<file path="config.mk">
export PLATFORM = sky130hd
export DESIGN_NAME = error_counter_drive
export DESIGN_NICKNAME = d
export VERILOG_FILES = /design/src/rtl/da_drive_pkg.sv /design/src/rtl/drive_pulse_shaper.sv /design/src/rtl/error_counter_drive.sv
export SDC_FILE = /design/constraint.sdc
export NUM_CORES = 1
export LEC_CHECK = 0
export CAP_MARGIN = 25
export CORE_MARGIN = 2
export CORE_UTILIZATION = 50
export CTS_BUF_LIST = sky130_fd_sc_hd__clkbuf_4 sky130_fd_sc_hd__clkbuf_8
export DETAILED_ROUTE_END_ITERATION = 10
export GPL_ROUTABILITY_DRIVEN = 0
export PLACE_DENSITY = 0.74
export SYNTH_ARGS = -nofsm -noshare
export SYNTH_HDL_FRONTEND = slang
export SYNTH_SLANG_ARGS = --single-unit
</file>
<file path="constraint.sdc">
create_clock -name clk -period 6.7 [get_ports clk]
set_clock_uncertainty 0.05 [all_clocks]
set_input_delay 1.675 -clock clk [delete_from_list [all_inputs] [get_ports clk]]
set_output_delay 1.675 -clock clk [all_outputs]
set_load 0.005 [all_outputs]
</file>
<file path="src/rtl/da_drive_pkg.sv">
// Shared types and default sizing for the DA drive path.
package da_drive_pkg;

  localparam int CNT_W_DEF     = 9;
  localparam int CNT_LIMIT_DEF = 255;
  localparam int PULSE_W_DEF   = 4;
  localparam int GAP_W_DEF     = 4;

  typedef enum logic [1:0] {IDLE, HIGH, GAP} driveState_e;

endpackage

</file>
<file path="src/rtl/drive_pulse_shaper.sv">
// Turns one req/ack handshake into a fixed-width ApPGH/AmPGH pulse followed by a fixed low gap.
module drive_pulse_shaper
  import da_drive_pkg::*;
#(
  parameter int PULSE_W = PULSE_W_DEF,
  parameter int GAP_W   = GAP_W_DEF
) (
  input  logic clk,
  input  logic rst_n,
  input  logic clr,
  input  logic req,
  input  logic sign,
  output logic ack,
  output logic ApPGH,
  output logic AmPGH
);

  localparam int TMAX = (PULSE_W > GAP_W) ? PULSE_W : GAP_W;
  localparam int TW   = $clog2(TMAX + 1);

  driveState_e   state, stateNext;
  logic [TW-1:0] tmr, tmrNext;
  logic          apNext, amNext;

  always_ff @(posedge clk or negedge rst_n) begin
    if (!rst_n) begin
      state <= IDLE;
      tmr   <= '0;
      ApPGH <= 1'b0;
      AmPGH <= 1'b0;
    end else begin
      state <= stateNext;
      tmr   <= tmrNext;
      ApPGH <= apNext;
      AmPGH <= amNext;
    end
  end

  // Outputs are registered, so ack in IDLE lines up with the first high cycle.
  always_comb begin
    stateNext = state;
    tmrNext   = tmr;
    apNext    = ApPGH;
    amNext    = AmPGH;
    ack       = 1'b0;
    if (clr) begin
      stateNext = IDLE;
      tmrNext   = '0;
      apNext    = 1'b0;
      amNext    = 1'b0;
    end else begin
      case (state)
        IDLE: if (req) begin
          ack       = 1'b1;
          stateNext = HIGH;
          tmrNext   = TW'(PULSE_W - 1);
          apNext    = sign;
          amNext    = ~sign;
        end
        HIGH: if (tmr == '0) begin
          stateNext = GAP;
          tmrNext   = TW'(GAP_W - 1);
          apNext    = 1'b0;
          amNext    = 1'b0;
        end else begin
          tmrNext = tmr - 1'b1;
        end
        GAP: if (tmr == '0) stateNext = IDLE;
             else           tmrNext   = tmr - 1'b1;
        default: begin
          stateNext = IDLE;
          apNext    = 1'b0;
          amNext    = 1'b0;
        end
      endcase
    end
  end

endmodule

</file>
<file path="src/rtl/error_counter_drive.sv">
// AGC drive strobes -> saturating error count plus backlog of unsent steps -> paced D/A pulses.
module error_counter_drive
  import da_drive_pkg::*;
#(
  parameter int CNT_W     = CNT_W_DEF,
  parameter int CNT_LIMIT = CNT_LIMIT_DEF,
  parameter int PULSE_W   = PULSE_W_DEF,
  parameter int GAP_W     = GAP_W_DEF
) (
  input  logic                    clk,
  input  logic                    rst_n,
  input  logic                    ece,
  input  logic                    drv_p,
  input  logic                    drv_m,
  output logic                    ApPGH,
  output logic                    AmPGH,
  output logic signed [CNT_W-1:0] err_cnt,
  output logic signed [CNT_W-1:0] backlog,
  output logic                    sat
);

  // Backlog can swing to +/-2*CNT_LIMIT, so it is kept one bit wider than the port.
  localparam int BL_W = CNT_W + 1;

  localparam logic signed [CNT_W-1:0] LIM_P     = CNT_W'(CNT_LIMIT);
  localparam logic signed [CNT_W-1:0] LIM_M     = -LIM_P;
  localparam logic signed [CNT_W-1:0] OUT_MAX   = CNT_W'(2**(CNT_W-1) - 1);
  localparam logic signed [BL_W-1:0]  OUT_MAX_W = BL_W'(2**(CNT_W-1) - 1);

  logic signed [BL_W-1:0]  blReg, blNext, dIn, dOut;
  logic signed [CNT_W-1:0] errNext;
  logic                    accP, accM, req, sign, ack;

  assign accP = ece & drv_p & ~drv_m & (err_cnt != LIM_P);
  assign accM = ece & drv_m & ~drv_p & (err_cnt != LIM_M);
  assign req  = ece & (blReg != '0);
  assign sign = ~blReg[BL_W-1];

  always_comb begin
    errNext = err_cnt;
    dIn     = '0;
    dOut    = '0;
    if (accP) begin
      errNext = err_cnt + 1'b1;
      dIn     = BL_W'(1);
    end else if (accM) begin
      errNext = err_cnt - 1'b1;
      dIn     = '1;
    end
    if (ack) dOut = sign ? BL_W'(1) : '1;
    blNext = blReg + dIn - dOut;
  end

  always_ff @(posedge clk or negedge rst_n) begin
    if (!rst_n) begin
      err_cnt <= '0;
      blReg   <= '0;
      sat     <= 1'b0;
    end else if (!ece) begin
      err_cnt <= '0;
      blReg   <= '0;
      sat     <= 1'b0;
    end else begin
      err_cnt <= errNext;
      blReg   <= blNext;
      sat     <= (errNext == LIM_P) || (errNext == LIM_M);
    end
  end

  always_comb begin
    backlog = blReg[CNT_W-1:0];
    if (blReg > OUT_MAX_W)       backlog = OUT_MAX;
    else if (blReg < -OUT_MAX_W) backlog = -OUT_MAX;
  end

  drive_pulse_shaper #(
    .PULSE_W(PULSE_W),
    .GAP_W  (GAP_W)
  ) uShaper (
    .clk  (clk),
    .rst_n(rst_n),
    .clr  (~ece),
    .req  (req),
    .sign (sign),
    .ack  (ack),
    .ApPGH(ApPGH),
    .AmPGH(AmPGH)
  );

endmodule

</file>
## After elaboration in Yosys (flattened, before gate mapping)

Cells that the tools add are included.

- Flip-flop bits (word level): 27
- Bits of input ports: 5
- Output and inout port bits: 21
- Logic and storage cells: 74

- Add/sub/neg operators: 5
- Magnitude comparators: 2
- Equality and inequality tests: 12
- Multiplexer cells: 31
- Bitwise gates (word level): 10
- Reduce and logical (&&, ||, !) cells: 7

Operators by type and width:

| cell | number |
|---|---|
| $mux W10 | 5 |
| $mux W9 | 5 |
| $eq A9 B9 Y1 const B | 2 |
| $ne A9 B9 Y1 const B | 2 |
| $mux W3 | 4 |
| $add A10 B10 Y10 | 1 |
| $gt A10 B9 Y1 const B | 1 |
| $lt A10 B9 Y1 const B | 1 |
| $reduce_bool A10 Y1 | 1 |
| $sub A10 B10 Y10 | 1 |
| $add A9 B1 Y9 const B | 1 |
| $mux W1 | 9 |
| $pmux W3 S3 | 1 |
| $reduce_and A3 Y1 | 3 |
| $sub A9 B1 Y9 const B | 1 |
| $mux W2 | 4 |
| $and A1 B1 Y1 | 7 |
| $ne A3 B2 Y1 const B | 2 |
| $ne A3 B3 Y1 const B | 2 |
| $pmux W1 S3 | 2 |
| $pmux W2 S3 | 1 |
| $ne A4 B1 Y1 const B | 1 |
| $logic_not A3 Y1 | 1 |
| $not A1 Y1 | 3 |
| other kinds (6) | 6 |

## Depth between registers and ports, before layout

- Depth in word-level cells: 8
- Depth in mapped cells: 17
- Depth with buffers taken out: 17

## Modules after synthesis

A second synthesis with hierarchy kept.

- Cell total of the unflattened synthesis: 262
- Area, all modules: 2,351.0 µm²

By module, submodules not included:

| module | times used | cells an instance | area each (µm²) | seq. area each (µm²) |
|---|---|---|---|---|
| error_counter_drive | 1 | 205 | 1,798.0 | 500.5 |
| drive_pulse_shaper | 1 | 57 | 553.0 | 175.2 |

## Least setup slack after synthesis

OpenSTA, ideal clock, no wires.

- Path type: input to register
- Start point: in ece
- End point: reg blReg[8]
- Library setup time: 0.119 ns
- Arrival time: 4.429 ns
- Data required time: 6.531 ns
- Path slack: 2.102 ns
- Cell stages on the path: 14
- Path buffers: 1
- Cells stage by stage: buf_4 nor4bb_1 nor2_1 ha_1 inv_1 ha_1 fa_1 a21o_1 a21oi_1 nor2b_1 o21a_1 o41a_1 xor2_1 and2_1

- Cells in the longest elaborated chain, start to end: 8
- Elaborated cells between the ends (all ways): 16
- Those cells by class: add/sub (2); mux (7); bitwise (7)

Ends and longest elaborated chain:

| what | line | source |
|---|---|---|
| start: declaration | error_counter_drive.sv:12 | `input logic ece,` |
| $and A1 B1 Y1 (3 in series) | error_counter_drive.sv:35 | `assign accM = ece & drv_m & ~drv_p & (err_cnt != LIM_M);` |
| $mux W10 | error_counter_drive.sv:46 | `end else if (accM) begin` |
| $mux W10 | error_counter_drive.sv:43 | `if (accP) begin` |
| $add A10 B10 Y10 | error_counter_drive.sv:51 | `blNext = blReg + dIn - dOut;` |
| $sub A10 B10 Y10 | error_counter_drive.sv:51 |  |
| $mux W10 * | error_counter_drive.sv:59 | `end else if (!ece) begin` |
| end signal: assignment | error_counter_drive.sv:65 | `blReg <= blNext;` |
| end: declaration | error_counter_drive.sv:30 | `logic signed [BL_W-1:0] blReg, blNext, dIn, dOut;` |

Every way passes the cells marked *; elsewhere a longest branch is shown, timed or not.
A chain may end at the register's enable or synchronous reset.

## Worst setup path after layout

Ends and elaborated chain as after synthesis.

==> impl_results.md <==
* Worst relative slew slack at 58.1%
* Seq cells post-synth at 27
* Worst-Skew Late Latency at 0.28 ns
* FMAX at 190 MHz
* Final min period at 5.25 ns
* Worst-path fanout max at 13
* Dpl hpwl at 3840 µm
* Crit path from: ece
* Avg Inst Size Synth at 8.67 µm²
* Detailed-route DRC error count at 0
* Fraction of layout cells with a size suffix above 1 at 5.52%
* Syn_nets at 302
* WP data arrival at 5.37 ns
* Reg power frac at 24.5%
* Largest net degree at the start of global routing at 28
* Hold wc startpoint: uShaper.tmr[1]$_DFFE_PN0P_
* Ys Warns at 0
* WL/cell at 14.5 µm
* Final Hold Fails at 0
* Number of global-route vias before repair at 1891
* Pwr per Cell Area at 418 nW/µm²
* Storage cell area at 676 µm²
* P_int at 0.633 mW
* Comb power frac at 66.4%
* Setup crit end kind: flip-flop
* Area Overhead vs Synth at 14.2%
* Hold WC Path Type: reg -> reg
* Post-synth top area share at 29.1%
* Drt initial violations at 68
* Clock root buffer: clkbuf_8
* LEAKAGE at 1.19 nW
* Post-place setup slack at 1.19 ns
* Fill cells at 389
* Post-placement cell area at 2610 µm²
* Unique masters post-synth at 49
* Initial antenna violation count at 0
* Clock Path Buffers at 2
* Synth Flop Type: dfrtp_1
* Area of the multi-input gates at 1470 µm²
* DRT antenna net count at 0
* Share of power burned in the clock network at 9.2%
* Sum Neg Setup Slack at 0 ns
* Ports at 26
* Status: complete, no violations
* Top sig layer: met4
* Initial Utilization at 52.7%
* Routed wire length at 4980 µm
* Die X at 72.2 µm
* CP required at 6.82 ns
* Area of the mapped netlist at 2320 µm²
* # diodes at 0
* Number of synthesized flops with an enable pin at 0
* Synth Instances at 268
* GRT overflow at 0
* 1st-pass router iterations at 4
* Sequential-to-total area share from yosys stat at 29.1%
* Critical path launch point type: input pin
* Metal2 WL at 2360 µm
* Finished Layout Cells at 342
* Register clock-pin slew on the reported worst setup and hold paths at 0.09 ns
* Placed cell count at 338
* Crit Path Class: in -> reg
* Sw Share at 42.9%
* RSZ-0062 raised after global routing: no
* Fin crit share at 78.4%
* Met1 Wirelength at 2380 µm
* Vias per std cell at 5.52
* Site row count at 24
* Post-CTS Setup Inserts at 0
* Htree depth at 1
* # port buffers at 25
* CTS tree: built
* Final Max Slew Viols at 0
* Die area at 5210 µm²
* Ys async rst share at 100%
* Util after Layout at 60.1%
* Hold Slack at 0.446 ns
* Vias at 1887
* Clock Sinks at 27
* Switch Pwr at 0.476 mW
* Hold-fix buffers, CTS at 0
* Final Cell Area at 2660 µm²
* Tot Pwr at 1.11 mW
* Post_cts resized at 0
* Die height at 72.2 µm
* Final nets at 325
* GRT Total Usage at 21.2%
* Final WS setup at 1.45 ns
* First-pass GRT wire length at 8780 µm
* CTS Buf Count at 3
* Final setup vio count at 0
* Slew @ Worst Pin at 0.619 ns
* Ranking of synthesized cells by area: dfrtp_1 29%, ha_1 11%, fa_1 7.8%
* Max-Cap Viols at 0
* Reg-to-reg critical path startpoint: err_cnt[0]$_DFF_PN0_
* Yosys top cell by area: dfrtp_1
* Core area at 4410 µm²
* Met3 wire len at 172 µm
* VDD IR max at 0.000286 V
-- cells in the final DEF, fill, tap and decap left out, types with 5 or more instances in the layout --
master / count
nor2b_1: 8
fa_1: 9
a21oi_1: 10
nor2_1: 23
nor3_1: 6
nand3_1: 6
nand2_1: 22
inv_1: 33
and2_1: 15
xor2_1: 5
o21ai_0: 17
ha_1: 20
clkdlybuf4s50_1: 25
xnor2_1: 12
dfrtp_1: 27
-- cell type report --
class | count | share of cell area, %
clock buffers | 4 | 1.84
flip-flops and latches | 27 | 25.4
inverters | 34 | 4.90
repair buffers | 27 | 9.99
multi-input cells | 198 | 55.4
well taps | 52 | 2.45
-- worst paths after layout --
path | endpoint | slack (ns) | cells past startpoint
worst max-delay path | blReg[8]$_DFF_PN0_ | 1.45 | 14
worst max register to register | blReg[8]$_DFF_PN0_ | 2.41 | 17
max in group asynchronous | sat$_DFF_PN0_ | 4.61 | 2
worst min register to register | uShaper.tmr[1]$_DFFE_PN0P_ | 0.45 | 2
worst min-delay path | uShaper.tmr[1]$_DFFE_PN0P_ | 0.45 | 2
min in group asynchronous | uShaper.ApPGH$_DFFE_PN0P_ | 1.70 | 2
-- cell usage after synthesis, types with 2 or more instances --
master and number:
and2_1 15, o21a_1 3, a21boi_0 2, o21bai_1 2, mux2i_1 2, nand4_1 3, or4_1 2, dfrtp_1 27
nor4_1 3, clkbuf_1 6, a21boi_1 2, nor2_1 23, fa_1 9, nor3_1 6, nand3_1 6, xor2_1 5
nand2b_1 2, a21oi_1 10, buf_4 2, and2_2 2, or3_1 2, inv_1 33, o21ai_0 17, nor2b_1 8
nand2_1 22, xnor2_1 12, ha_1 20
-- power by group through the flow --
stage	sequential [mW]	combinational [mW]	clock (mW)
2_1_floorplan	0.246	0.553	0
3_3_place_gp	0.274	0.712	0
3_5_place_dp	0.276	0.739	0
4_1_cts	0.273	0.744	0.105
5_1_grt	0.281	0.840	0.111
6_report	0.271	0.736	0.102
-- layer usage --
layer | vias to the layer above | track usage (%)
met5 | - | 0
met4 | 0 | 4.82
met3 | 7 | 2.64
met2 | 36 | 35.5
met1 | 911 | 29.5
li1 | 933 | -
-- flip-flops by register name (all words and copies together), names as in the netlist --
register       count
sat                1
uShaper.state      2
err_cnt            9
uShaper.ApPGH      1
blReg             10
uShaper.AmPGH      1
uShaper.tmr        3
-- kinds of logic (layout without fill, tap and decap cells) --
group           count (synthesis)  in the layout  synth area share, %
simple gates                  103            103                 24.0
compound gates                 47             47                 13.5
buf+inv                        43             65                 7.70
fa+ha+maj                      29             29                 18.5
flops                          27             27                 29.1
xor+xnor                       17             17                 6.40
mux                             2              2                0.861
-- critical path: stages --
cell and delay [ns]:
clkdlybuf4s50_1 0.69, nor4bb_1 0.56, nor2_1 0.17, ha_1 0.31
inv_1 0.04, ha_1 0.20, fa_1 0.42, a21o_1 0.19
a21oi_1 0.22, nor2b_1 0.09, o21a_1 0.19, o41a_1 0.32
xor2_1 0.14, and2_1 0.15
(Power assumes the default switching activity.)
==> RTL edit: new RTL, same settings <==
The package constant `GAP_W_DEF` goes from 4 to 2.
--- a/src/rtl/da_drive_pkg.sv
+++ b/src/rtl/da_drive_pkg.sv
@@ -4,7 +4,7 @@
   localparam int CNT_W_DEF     = 9;
   localparam int CNT_LIMIT_DEF = 255;
   localparam int PULSE_W_DEF   = 4;
-  localparam int GAP_W_DEF     = 4;
+  localparam int GAP_W_DEF     = 2;
 
   typedef enum logic [1:0] {IDLE, HIGH, GAP} driveState_e;
 
Check against the original RTL: not equivalent (a bounded check fails within 10 cycles, from zero or initial values and one cycle with rst_n low).
==> RTL edit against the unedited design <==
  * Synthesized area up 1.0%
  * Highest routed layer unchanged
  * Sequential cell count unchanged
  * Via count up 2.9%
  * Worst setup slack better by 0.20 ns
  * Routed wire length up 1.9%
  * Register-to-register slack better by 0.03 ns
  * Sequential share of layout area down 0.26 points
  * Total power up 2.9%
  * Non-clock buffer count up 1
  * Final area up 1.0%
  * Sequential power about the same
  * Combinational power up 5.2%
==> RTL edit: results (changes against the unedited design) <==
Outcome
  – Outcome: finished clean

Global route
  – Met2 Track Usage GR: 31.0% (-4.5 points)
  – Global-route wire length before repair: 8670 µm (-1.3%)

Worst setup path
  – Top delay family on crit path: buffers and inverters
  – CP max FO: 26 (+13)
  – Worst r2r src: err_cnt[2]
  – R2R Setup Slk: 2.44 ns (+0.03 ns)

Power and ir drop
  – Clock power frac: 8.3% (-0.9 points)
  – Switching Share: 44.7% (+1.8 points)
  – Leakage power total: 1.24 nW (+4.7%)

Drt
  – DRT iter0 DRCs: 104 (+53%)
  – Met2 WL: 2230 µm (-5.6%)
  – WL met3: 221 µm (+28%)
  – Post-DR vias/cell: 5.61 (+1.7%)

Place
  – Place WS: 1.36 ns (+0.175 ns)
  – Detail Placement HPWL: 3940 µm (+2.5%)

Synth
  – Compound-Gate Fraction of Synth Area: 13.6% (+0.13 points)
  – Xor/xnor share of the synthesized area: 5.59% (-0.81 points)
  – Avg Synthesized Cell Area: 8.63 µm² (-0.46%)
  – Synth cell types: 52 (+6.1%)
  – Post-synth top cells: 33 x inv_1, 27 x dfrtp_1, 26 x nor2_1
  – Synth top area cells: dfrtp_1 29%, ha_1 11%, fa_1 7.7%
  – Syn nets: 306 (+1.3%)
  – Sequential fraction of the synthesis area: 28.8% (-0.29 points)

Min path
  – Hold Crit Start: uShaper.AmPGH
  – WHS Endpoint: uShaper.AmPGH

Final layout
  – Final #Nets: 329 (+1.2%)
  – Layout cells sized above 1: 5.10% (-0.42 points)
==> RTL edit: worst max path at each step <==
stage,slack (ns),startpoint,cells after the start,to
floorplan,2.12,ece,16,blReg[8]
global placement,1.48,ece,14,blReg[9]
detailed placement,1.36,ece,14,blReg[9]
CTS,1.65,ece,14,blReg[9]
global route,1.26,ece,14,blReg[9]
finish,1.65,ece,14,blReg[9]
==> RTL edit: kinds of logic (layout without fill, tap and decap cells) <==
family / after synthesis / after routing
compound gates: 47 / 47
xor+xnor: 15 / 15
fa+ha+maj: 29 / 29
buf+inv: 44 / 66
flops: 27 / 27
mux: 3 / 3
simple gates: 107 / 107
==> RTL edit: worst min-delay path, stage by stage (launching register included) <==
cell	delay, ns
dfrtp_1	0.36
nand2_1	0.05
o21ai_0	0.06
==> RTL edit: area by class of cell <==
class,instances,area (µm²)
fill,402,1760
multi-input combinational,201,1490
sequential,27,676
timing repair buffer,28,273
inverter,34,128
tap,52,65.1
clock buffer,3,41.3
clock inverter,1,7.51
